## src/rtl/phase_pkg.sv

```systemverilog
// Shared types and constants for the phase-leg PWM monitor.
package phase_pkg;

    typedef enum logic [1:0] {
        ST_IDLE    = 2'd0,
        ST_MEASURE = 2'd1,
        ST_STUCK   = 2'd2
    } phase_state_e;

    localparam int DEFAULT_COUNTER_WIDTH = 10;

    localparam logic [DEFAULT_COUNTER_WIDTH-1:0] CNT_ALL_ONES = {DEFAULT_COUNTER_WIDTH{1'b1}};

endpackage

```

## src/rtl/sync_ff.sv

```systemverilog
// Multi-flop synchronizer for one asynchronous single-bit input; depth set by STAGES.
module sync_ff #(
    parameter int STAGES = 2
) (
    input  logic clk,
    input  logic rst_n,
    input  logic d,
    output logic q
);

    logic [STAGES-1:0] chain_q;
    logic [STAGES-1:0] chain_d;

    // Shift the raw input one stage further down the chain every clock.
    always_comb begin
        chain_d[0] = d;
        for (int i = 1; i < STAGES; i++) begin
            chain_d[i] = chain_q[i-1];
        end
    end

    // Chain registers.
    always_ff @(posedge clk or negedge rst_n) begin
        if (!rst_n) begin
            chain_q <= {STAGES{1'b0}};
        end else begin
            chain_q <= chain_d;
        end
    end

    assign q = chain_q[STAGES-1];

endmodule

```

## src/rtl/phase_pwm_monitor.sv

```systemverilog
// Phase-leg PWM monitor: high-side duty/period measurement, high-Z, shoot-through and,
// when PHASE_MON_DEADTIME_CHECK_EN is defined, dead-time fault detection.
module phase_pwm_monitor
    import phase_pkg::*;
#(
    parameter int COUNTER_WIDTH = DEFAULT_COUNTER_WIDTH,
    parameter int MIN_DEAD_TIME = 2,
    parameter int SYNC_STAGES   = 2
) (
    input  logic                     clk,
    input  logic                     rst_n,
    input  logic                     pwm_high_in,
    input  logic                     pwm_low_in,
    input  logic                     clear_fault,
    output logic [COUNTER_WIDTH-1:0] duty_cycle,
    output logic [COUNTER_WIDTH-1:0] period,
    output logic                     duty_valid,
    output logic                     high_z_detected,
    output logic                     shoot_through,
    output logic                     dead_time_fault
);

    localparam logic [COUNTER_WIDTH-1:0] CNT_ZERO = {COUNTER_WIDTH{1'b0}};
    localparam logic [COUNTER_WIDTH-1:0] CNT_ONE  = {{(COUNTER_WIDTH-1){1'b0}}, 1'b1};
    localparam logic [COUNTER_WIDTH-1:0] CNT_MAX  = {COUNTER_WIDTH{1'b1}};

    function automatic logic [COUNTER_WIDTH-1:0] sat_inc(input logic [COUNTER_WIDTH-1:0] v);
        if (v == CNT_MAX) begin
            sat_inc = v;
        end else begin
            sat_inc = v + CNT_ONE;
        end
    endfunction

    logic h_sync;
    logic l_sync;
    logic h_rise;

    phase_state_e             state_q,    state_d;
    logic [COUNTER_WIDTH-1:0] per_cnt_q,  per_cnt_d;
    logic [COUNTER_WIDTH-1:0] high_cnt_q, high_cnt_d;
    logic [COUNTER_WIDTH-1:0] duty_q,     duty_d;
    logic [COUNTER_WIDTH-1:0] period_q,   period_d;
    logic                     valid_q,    valid_d;
    logic                     high_z_q,   high_z_d;
    logic                     shoot_q,    shoot_d;
    logic                     h_prev_q,   h_prev_d;

    sync_ff #(.STAGES(SYNC_STAGES)) u_sync_high (
        .clk   (clk),
        .rst_n (rst_n),
        .d     (pwm_high_in),
        .q     (h_sync)
    );

    sync_ff #(.STAGES(SYNC_STAGES)) u_sync_low (
        .clk   (clk),
        .rst_n (rst_n),
        .d     (pwm_low_in),
        .q     (l_sync)
    );

    assign h_rise = h_sync & ~h_prev_q;

    // Measurement FSM next-state and output computation.
    always_comb begin
        state_d    = state_q;
        per_cnt_d  = per_cnt_q;
        high_cnt_d = high_cnt_q;
        duty_d     = duty_q;
        period_d   = period_q;
        valid_d    = 1'b0;
        high_z_d   = high_z_q;
        h_prev_d   = h_sync;
        // The rise tick is tick 0 of the new period and is itself a high tick.
        case (state_q)
            ST_IDLE: begin
                per_cnt_d  = CNT_ZERO;
                high_cnt_d = CNT_ZERO;
                if (h_rise) begin
                    state_d    = ST_MEASURE;
                    high_cnt_d = CNT_ONE;
                end else begin
                    state_d    = ST_IDLE;
                end
            end
            ST_MEASURE: begin
                if (h_rise) begin
                    period_d   = per_cnt_q + CNT_ONE;
                    duty_d     = high_cnt_q;
                    valid_d    = 1'b1;
                    per_cnt_d  = CNT_ZERO;
                    high_cnt_d = CNT_ONE;
                end else if (sat_inc(per_cnt_q) == CNT_MAX) begin
                    state_d    = ST_STUCK;
                    period_d   = CNT_MAX;
                    valid_d    = 1'b1;
                    per_cnt_d  = CNT_ZERO;
                    high_cnt_d = CNT_ZERO;
                    if (h_sync) begin
                        duty_d   = CNT_MAX;
                        high_z_d = 1'b0;
                    end else if (l_sync) begin
                        duty_d   = CNT_ZERO;
                        high_z_d = 1'b0;
                    end else begin
                        duty_d   = CNT_ZERO;
                        high_z_d = 1'b1;
                    end
                end else begin
                    per_cnt_d = sat_inc(per_cnt_q);
                    if (h_sync) begin
                        high_cnt_d = sat_inc(high_cnt_q);
                    end else begin
                        high_cnt_d = high_cnt_q;
                    end
                end
            end
            ST_STUCK: begin
                if (h_rise) begin
                    state_d    = ST_MEASURE;
                    high_z_d   = 1'b0;
                    per_cnt_d  = CNT_ZERO;
                    high_cnt_d = CNT_ONE;
                end else begin
                    state_d    = ST_STUCK;
                end
            end
            default: begin
                state_d    = ST_IDLE;
                per_cnt_d  = CNT_ZERO;
                high_cnt_d = CNT_ZERO;
            end
        endcase

        if (h_sync & l_sync) begin
            shoot_d = 1'b1;
        end else if (clear_fault) begin
            shoot_d = 1'b0;
        end else begin
            shoot_d = shoot_q;
        end
    end

    // FSM, counters and registered outputs.
    always_ff @(posedge clk or negedge rst_n) begin
        if (!rst_n) begin
            state_q    <= ST_IDLE;
            per_cnt_q  <= CNT_ZERO;
            high_cnt_q <= CNT_ZERO;
            duty_q     <= CNT_ZERO;
            period_q   <= CNT_ZERO;
            valid_q    <= 1'b0;
            high_z_q   <= 1'b0;
            shoot_q    <= 1'b0;
            h_prev_q   <= 1'b0;
        end else begin
            state_q    <= state_d;
            per_cnt_q  <= per_cnt_d;
            high_cnt_q <= high_cnt_d;
            duty_q     <= duty_d;
            period_q   <= period_d;
            valid_q    <= valid_d;
            high_z_q   <= high_z_d;
            shoot_q    <= shoot_d;
            h_prev_q   <= h_prev_d;
        end
    end

`ifdef PHASE_MON_DEADTIME_CHECK_EN
    localparam logic [COUNTER_WIDTH-1:0] MIN_GAP = COUNTER_WIDTH'(MIN_DEAD_TIME);

    logic                     l_prev_q,     l_prev_d;
    logic                     gap_armed_q,  gap_armed_d;
    logic                     gap_from_h_q, gap_from_h_d;
    logic                     dt_fault_q,   dt_fault_d;
    logic [COUNTER_WIDTH-1:0] gap_cnt_q,    gap_cnt_d;
    logic [COUNTER_WIDTH-1:0] gap_cur;
    logic                     h_fall;
    logic                     l_fall;
    logic                     l_rise;
    logic                     opp_rise;
    logic                     gap_short;

    assign h_fall = ~h_sync & h_prev_q;
    assign l_fall = ~l_sync & l_prev_q;
    assign l_rise = l_sync & ~l_prev_q;

    // Gap timing from one gate falling to the opposite gate rising.
    always_comb begin
        l_prev_d = l_sync;
        if (h_fall) begin
            gap_cur      = CNT_ZERO;
            gap_from_h_d = 1'b1;
        end else if (l_fall) begin
            gap_cur      = CNT_ZERO;
            gap_from_h_d = 1'b0;
        end else begin
            gap_cur      = gap_cnt_q;
            gap_from_h_d = gap_from_h_q;
        end

        if (gap_from_h_d) begin
            opp_rise = l_rise;
        end else begin
            opp_rise = h_rise;
        end
        gap_short = (h_fall | l_fall | gap_armed_q) & opp_rise & (gap_cur < MIN_GAP);

        // Any rise closes the gap window, so a same-gate re-rise is never judged.
        if (h_rise | l_rise) begin
            gap_armed_d = 1'b0;
        end else if (h_fall | l_fall) begin
            gap_armed_d = 1'b1;
        end else begin
            gap_armed_d = gap_armed_q;
        end

        if (~h_sync & ~l_sync) begin
            gap_cnt_d = sat_inc(gap_cur);
        end else begin
            gap_cnt_d = gap_cur;
        end

        if (gap_short) begin
            dt_fault_d = 1'b1;
        end else if (clear_fault) begin
            dt_fault_d = 1'b0;
        end else begin
            dt_fault_d = dt_fault_q;
        end
    end

    // Dead-time checker registers.
    always_ff @(posedge clk or negedge rst_n) begin
        if (!rst_n) begin
            l_prev_q     <= 1'b0;
            gap_armed_q  <= 1'b0;
            gap_from_h_q <= 1'b0;
            dt_fault_q   <= 1'b0;
            gap_cnt_q    <= CNT_ZERO;
        end else begin
            l_prev_q     <= l_prev_d;
            gap_armed_q  <= gap_armed_d;
            gap_from_h_q <= gap_from_h_d;
            dt_fault_q   <= dt_fault_d;
            gap_cnt_q    <= gap_cnt_d;
        end
    end

    assign dead_time_fault = dt_fault_q;
`else
    assign dead_time_fault = 1'b0;
`endif

    assign duty_cycle      = duty_q;
    assign period          = period_q;
    assign duty_valid      = valid_q;
    assign high_z_detected = high_z_q;
    assign shoot_through   = shoot_q;

endmodule
```

## config.mk

```make
export PLATFORM = sky130hd
export DESIGN_NAME = phase_pwm_monitor
export DESIGN_NICKNAME = d
export VERILOG_FILES = /design/src/rtl/phase_pkg.sv /design/src/rtl/sync_ff.sv /design/src/rtl/phase_pwm_monitor.sv
export SDC_FILE = /design/constraint.sdc
export NUM_CORES = 1
export LEC_CHECK = 0
export BUFFER_PORTS_ARGS = -buffer_cell sky130_fd_sc_hd__buf_4
export CORE_MARGIN = 5
export CORE_UTILIZATION = 58
export DETAILED_ROUTE_END_ITERATION = 16
export HOLD_SLACK_MARGIN = 0.05
export PLACE_DENSITY = 0.79
export SLEW_MARGIN = 20
export SYNTH_ARGS = -nofsm -noshare
export SYNTH_HDL_FRONTEND = slang
export SYNTH_SLANG_ARGS = --single-unit
```

## constraint.sdc

```tcl
create_clock -name clk -period 2.9 [get_ports clk]
set_input_delay 0.29 -clock clk [delete_from_list [all_inputs] [get_ports clk]]
set_output_delay 0.29 -clock clk [all_outputs]
set_load 0.01 [all_outputs]
```

# Word-level counts from Yosys, hierarchy flattened
# Index checks and enable logic that the tools add are counted.
# word_totals
reg_bits,50
output_inout_bits,24
elab_cells,69
inputBits,5
# classes
n_eq_ne,10
reduce_logical,8
bitwise,3
n_addsub,2
muxes,35
# op_table
operator,count
10-bit 2-to-1 mux,16
10-bit == test (second input constant),3
10-bit case mux with 3 select lines,1
10-bit by 1-bit adder with 10-bit output (second input constant),2
10-bit case mux with 2 select lines,1
1-bit 2-to-1 mux,12
2-bit 2-to-1 mux,3
2-bit != test (second input constant),3
2-bit case mux with 3 select lines,1
2-bit nonzero test,3
4-bit by 3-bit != test with 1-bit output (second input constant),1
4-bit != test (second input constant),1
2-bit AND reduction,2
4-bit AND reduction,1
3-bit AND reduction,1
1-bit bitwise AND,2
2-bit by 1-bit == test with 1-bit output (second input constant),1
2-bit == test (second input constant),1
2-bit logical NOT,1
1-bit case mux with 2 select lines,1
1-bit NOT,1

# Depth between registers and ports, before layout
# logic_depth
depth_word,8
mapped_depth,11
depth_no_buf,8

# Cells and area by module
# A second synthesis with hierarchy kept.
# hier_totals
hier_cells,260
area_unflattened_um2,2712.6
# modules_own_cells
module,area_each_um2,cells_per_inst,seq_area_each_um2,instances
phase_pwm_monitor,2612.5,256,1151.1,1
sync_ff,50.0,2,50.0,2

# Worst setup path after synthesis
# No wires, ideal clock.
# synth_path
path_kind,register -> register
from,register per_cnt_q[0]
to,register high_cnt_q[6]
setup_slack_ps,298
stages_incl_launch_ff,11
required_time_ps,2774
setup_ps,126
path_buffers,2
period_less_slack_ps,2602
arrival_time_ps,2476
path_cell_list,dfrtp_1 > ha_1 > and3_1 > or3b_1 > clkbuf_2 > o211a_1 > nor3_4 > a21oi_2 > buf_6 > a21o_1 > a221o_1
# synth_between
elab_chain_len,8
elab_cells_between_ends,12
cone_classes,1 x add/sub; 4 x eq/ne; 6 x mux; 1 x reduce/logical
# synth_rtl
item,line_no,text
start: declaration,phase_pwm_monitor.sv:40,"logic [COUNTER_WIDTH-1:0] per_cnt_q, per_cnt_d;"
start signal: assignment,phase_pwm_monitor.sv:159,per_cnt_q <= per_cnt_d;
10-bit by 1-bit adder with 10-bit output / 10-bit == test (equally long branches),"phase_pwm_monitor.sv:31, phase_pwm_monitor.sv:28",
10-bit 2-to-1 mux *,n/a,
10-bit 2-to-1 mux *,phase_pwm_monitor.sv:88,if (h_rise) begin
10-bit 2-to-1 mux *,phase_pwm_monitor.sv:76,case (state_q)
10-bit == test *,phase_pwm_monitor.sv:94,end else if (sat_inc(per_cnt_q) == CNT_MAX) begin
10-bit 2-to-1 mux,phase_pwm_monitor.sv:94,
10-bit 2-to-1 mux,phase_pwm_monitor.sv:88,
10-bit case mux with 3 select lines,phase_pwm_monitor.sv:76,
end signal: assignment,phase_pwm_monitor.sv:160,high_cnt_q <= high_cnt_d;
end: declaration,phase_pwm_monitor.sv:41,"logic [COUNTER_WIDTH-1:0] high_cnt_q, high_cnt_d;"
# Mark *: on every way between the ends. The rest lies on a longest branch, timed or not. The select of a mux whose other input is x is not followed.
# A chain may end at the register's enable or synchronous reset.

# Final worst setup path
# layout_path
from,register per_cnt_q[0]
to,"register duty_q[1], in the netlist duty_cycle[1]"
# layout_between
elab_chain_len,7
elab_cells_between_ends,8
cone_classes,1 x add/sub; 2 x eq/ne; 3 x mux; 2 x reduce/logical
# layout_rtl
item,line_no,text
10-bit by 1-bit adder with 10-bit output / 10-bit == test (equally long branches),"phase_pwm_monitor.sv:31, phase_pwm_monitor.sv:28",
10-bit 2-to-1 mux *,n/a,
10-bit 2-to-1 mux *,phase_pwm_monitor.sv:88,
10-bit 2-to-1 mux *,phase_pwm_monitor.sv:76,
10-bit == test *,phase_pwm_monitor.sv:94,
2-bit nonzero test (no line) *,n/a,
2-bit AND reduction (no line) *,n/a,
end signal: assignment,phase_pwm_monitor.sv:161,duty_q <= duty_d;
end: declaration,phase_pwm_monitor.sv:42,"logic [COUNTER_WIDTH-1:0] duty_q, duty_d;"
# Marks and branches as above.

==> flow_summary.ini <==
[sta]
setup_slack_ns = 0.231
finalSetupViolations = 0
period_share = 0.920
report.final.slew_viol_count = 0
skew_ns = 0.00402
timing.fmax_ghz = 0.375
slew_headroom = 0.439
period_minus_slack_ns = 2.67
fin_tns_setup_ns = 0
worst_slew_pin_slew_ns = 0.839
hold_viol_final = 0
hold_slack_ns = 0.0944
rsz0062_at_grt = no

[logic_synthesis]
synth_flop_cell = dfrtp_1
synth-compound-area-share = 0.201
synth_xor_area_frac = 0.0169
synth_top_family_by_area = compound AO/OA/AOI/OAI gates
synthAdderAreaFrac = 0.00968
synth-simple-area-share = 0.171
yosys_warnings = 0
async_reset_ff_frac = 1.00
seq_area_frac_synth = 0.484
syn-num-nets = 273
synth.area.top_cells = dfrtp_1, mux2i_1, o21ai_0
synth_edf_count = 0
synthDistinctLibCells = 54
muxShareOfSynthArea = 0.0513
synth_largest_area_cell = dfrtp_1
yosys.area.top_type_share = 0.484
synth_cells = 266
ys_ff_latch = 50
avgSynthCellArea_sq_um = 9.72
syn-cell-area_sq_um = 2590

[grt]
grt_max_degree = 51
grt_pass1_vias = 1965
grt_first_pass_wirelength_microns = 9310
grt_antenna_before_repair = 0
overflow = 0
track_usage = 0.193

[layout]
fin_nets = 303
seqCellArea_sq_um = 1250
area_growth_pct = 13.9
fill_cells = 348
drive_above_1_share = 0.173
diodes = 0
multi_input_area_sq_um = 1170

[pwr]
power_per_cell_area_nw_per_um2 = 605
p_leak_nw = 1.36
ir_drop_mv = 0.450

[hold_path]
hold_path_class = in -> reg
min_path_cells = 1

[floorplan]
die_x_microns = 76.8
initial_core_util = 0.594
row_count = 24
die_h_microns = 76.8
io_pins = 29
die_area_sq_um = 5890
core_area_sq_um = 4350

[clocking]
cts.repair.resized = 0
cts_tree = done
cts.hold.buffers_added = 1
cts-htree-levels = 2
clkSlewWorstSetupHoldPaths_ns = 0.08
cts_made_buffers = 5
clk_path_buf_depth = 2
post_cts_buffers = 0
clock_sinks = 50
clk_latency_ns = 0.30
cts_root_buffer = clkbuf_8

[drt]
drc = 0
num_vias = 2085
wire_per_inst_microns = 15.6
first_pass_iters = 4
routed_via_density = 6.01
drtIter0Drc = 89
wl_microns = 5430
ant_nets = 0

[setup_path]
end_kind = register
cp_max_fo = 10
path_cells = ha_1 -> and3_1 -> or3b_1 -> o211a_1 -> nor3_4 -> nand2_1 -> a21boi_2 -> buf_4 -> mux2i_1
crit_arrival_ns = 2.88
worst_path_largest_cell_delay_ns = 0.43
cp_slowest_cell = dfrtp_1
critPathBufInv = 1
required_ns = 3.11
crit_family = simple AND/OR/NAND/NOR gates
crit_type = reg -> reg
r2r_cells = 9
path_depth = 9
cp-start-kind = register

[status]
status = completed

[placement]
dpl.hpwl_microns = 3760
place_ws_ns = 0.277
io_buffers = 27
gp_congestion = 0.877

[run]
maxCapViolCount = 0
per-stage QoR:
stage / cells / power [W] / util / area, sq um
finish: 347 / 0.00178 / 0.676 / 2950
global route: 347 / 0.00190 / 0.676 / 2950
CTS: 347 / 0.00180 / 0.676 / 2950
detailed placement: 340 / 0.00140 / 0.655 / 2850
global placement: 340 / 0.00138 / 0.655 / 2850
floorplan: 266 / 0.00121 / - / 2590
synth_stat cells, drive strengths merged, types with 2 or more instances:
| library cell | count |
|---|---|
| clkbuf | 6 |
| nand4 | 6 |
| nand3 | 13 |
| ha | 2 |
| o211ai | 3 |
| nor3 | 4 |
| a21oi | 8 |
| nor2b | 2 |
| and2 | 6 |
| nand2b | 5 |
| mux2i | 11 |
| a221o | 2 |
| and3 | 7 |
| a21o | 7 |
| a22o | 3 |
| nand2 | 15 |
| inv | 22 |
| o21a | 4 |
| dfrtp | 50 |
| xnor2 | 3 |
| nor2 | 15 |
| a2bb2oi | 6 |
| or3 | 4 |
| xor2 | 2 |
| a32oi | 2 |
| a31oi | 5 |
| o21ai | 22 |
| a21boi | 3 |
| buf | 10 |
| a22oi | 2 |
| mux2 | 2 |
logic make-up after synthesis:
logic type	count (synthesis)
buf+inv	38
compound gates	75
mux	13
xor+xnor	5
flops	50
other cells	1
fa+ha+maj	2
simple gates	82
worst register-to-register path, stage by stage (launching register included):
cell	delay (ns)
dfrtp_1	0.43
ha_1	0.34
and3_1	0.22
or3b_1	0.37
o211a_1	0.25
nor3_4	0.19
nand2_1	0.12
a21boi_2	0.17
buf_4	0.24
mux2i_1	0.25
flip-flops by register name (all words and copies together), names as in the netlist:
register	cells
duty_valid	1
per_cnt_q	10
u_sync_low.chain_q	2
high_z_detected	1
h_prev_q	1
duty_cycle	10
shoot_through	1
high_cnt_q	10
period	10
state_q	2
u_sync_high.chain_q	2
final cells by class:
class	count	share of cell area
multi-input combinational	178	0.397
inverter	22	0.0280
sequential	50	0.425
tap	52	0.0221
timing repair buffer	39	0.100
clock buffer	6	0.0280
routing by layer:
| layer | part of all wire | track usage |
|---|---|---|
| met1 | 0.50 | 0.274 |
| met2 | 0.45 | 0.290 |
| met3 | 0.037 | 0.0445 |
| met4 | 0.016 | 0.0629 |
| met5 | 0 | 0 |
worst paths after layout:
kind                                        start                      to  slack, ns
max                                  per_cnt_q[0]           duty_cycle[1]       0.23
max reg2reg                          per_cnt_q[0]           duty_cycle[1]       0.23
max in group asynchronous                   rst_n               period[2]       1.90
min in group asynchronous                   rst_n           duty_cycle[7]       0.55
min                                    pwm_low_in   u_sync_low.chain_q[0]       0.09
min reg2reg                u_sync_high.chain_q[0]  u_sync_high.chain_q[1]       0.36
cell usage in the layout, fill, tap and decap left out, types with 7 or more instances in the layout:
cell / count
dfrtp_1: 50
buf_4: 38
inv_1: 22
o21ai_0: 22
nor2_1: 15
nand2_1: 15
nand3_1: 13
mux2i_1: 11
and3_1: 7
a21o_1: 7
power breakdown:
part	total (W)	internal, W	switching [W]
combinational	0.000464	0.000228	0.000236
sequential	0.000922	0.000817	0.000104
clock	0.000397	0.000184	0.000213
total	0.00178	0.00123	0.000553
(Power assumes the default switching activity.)
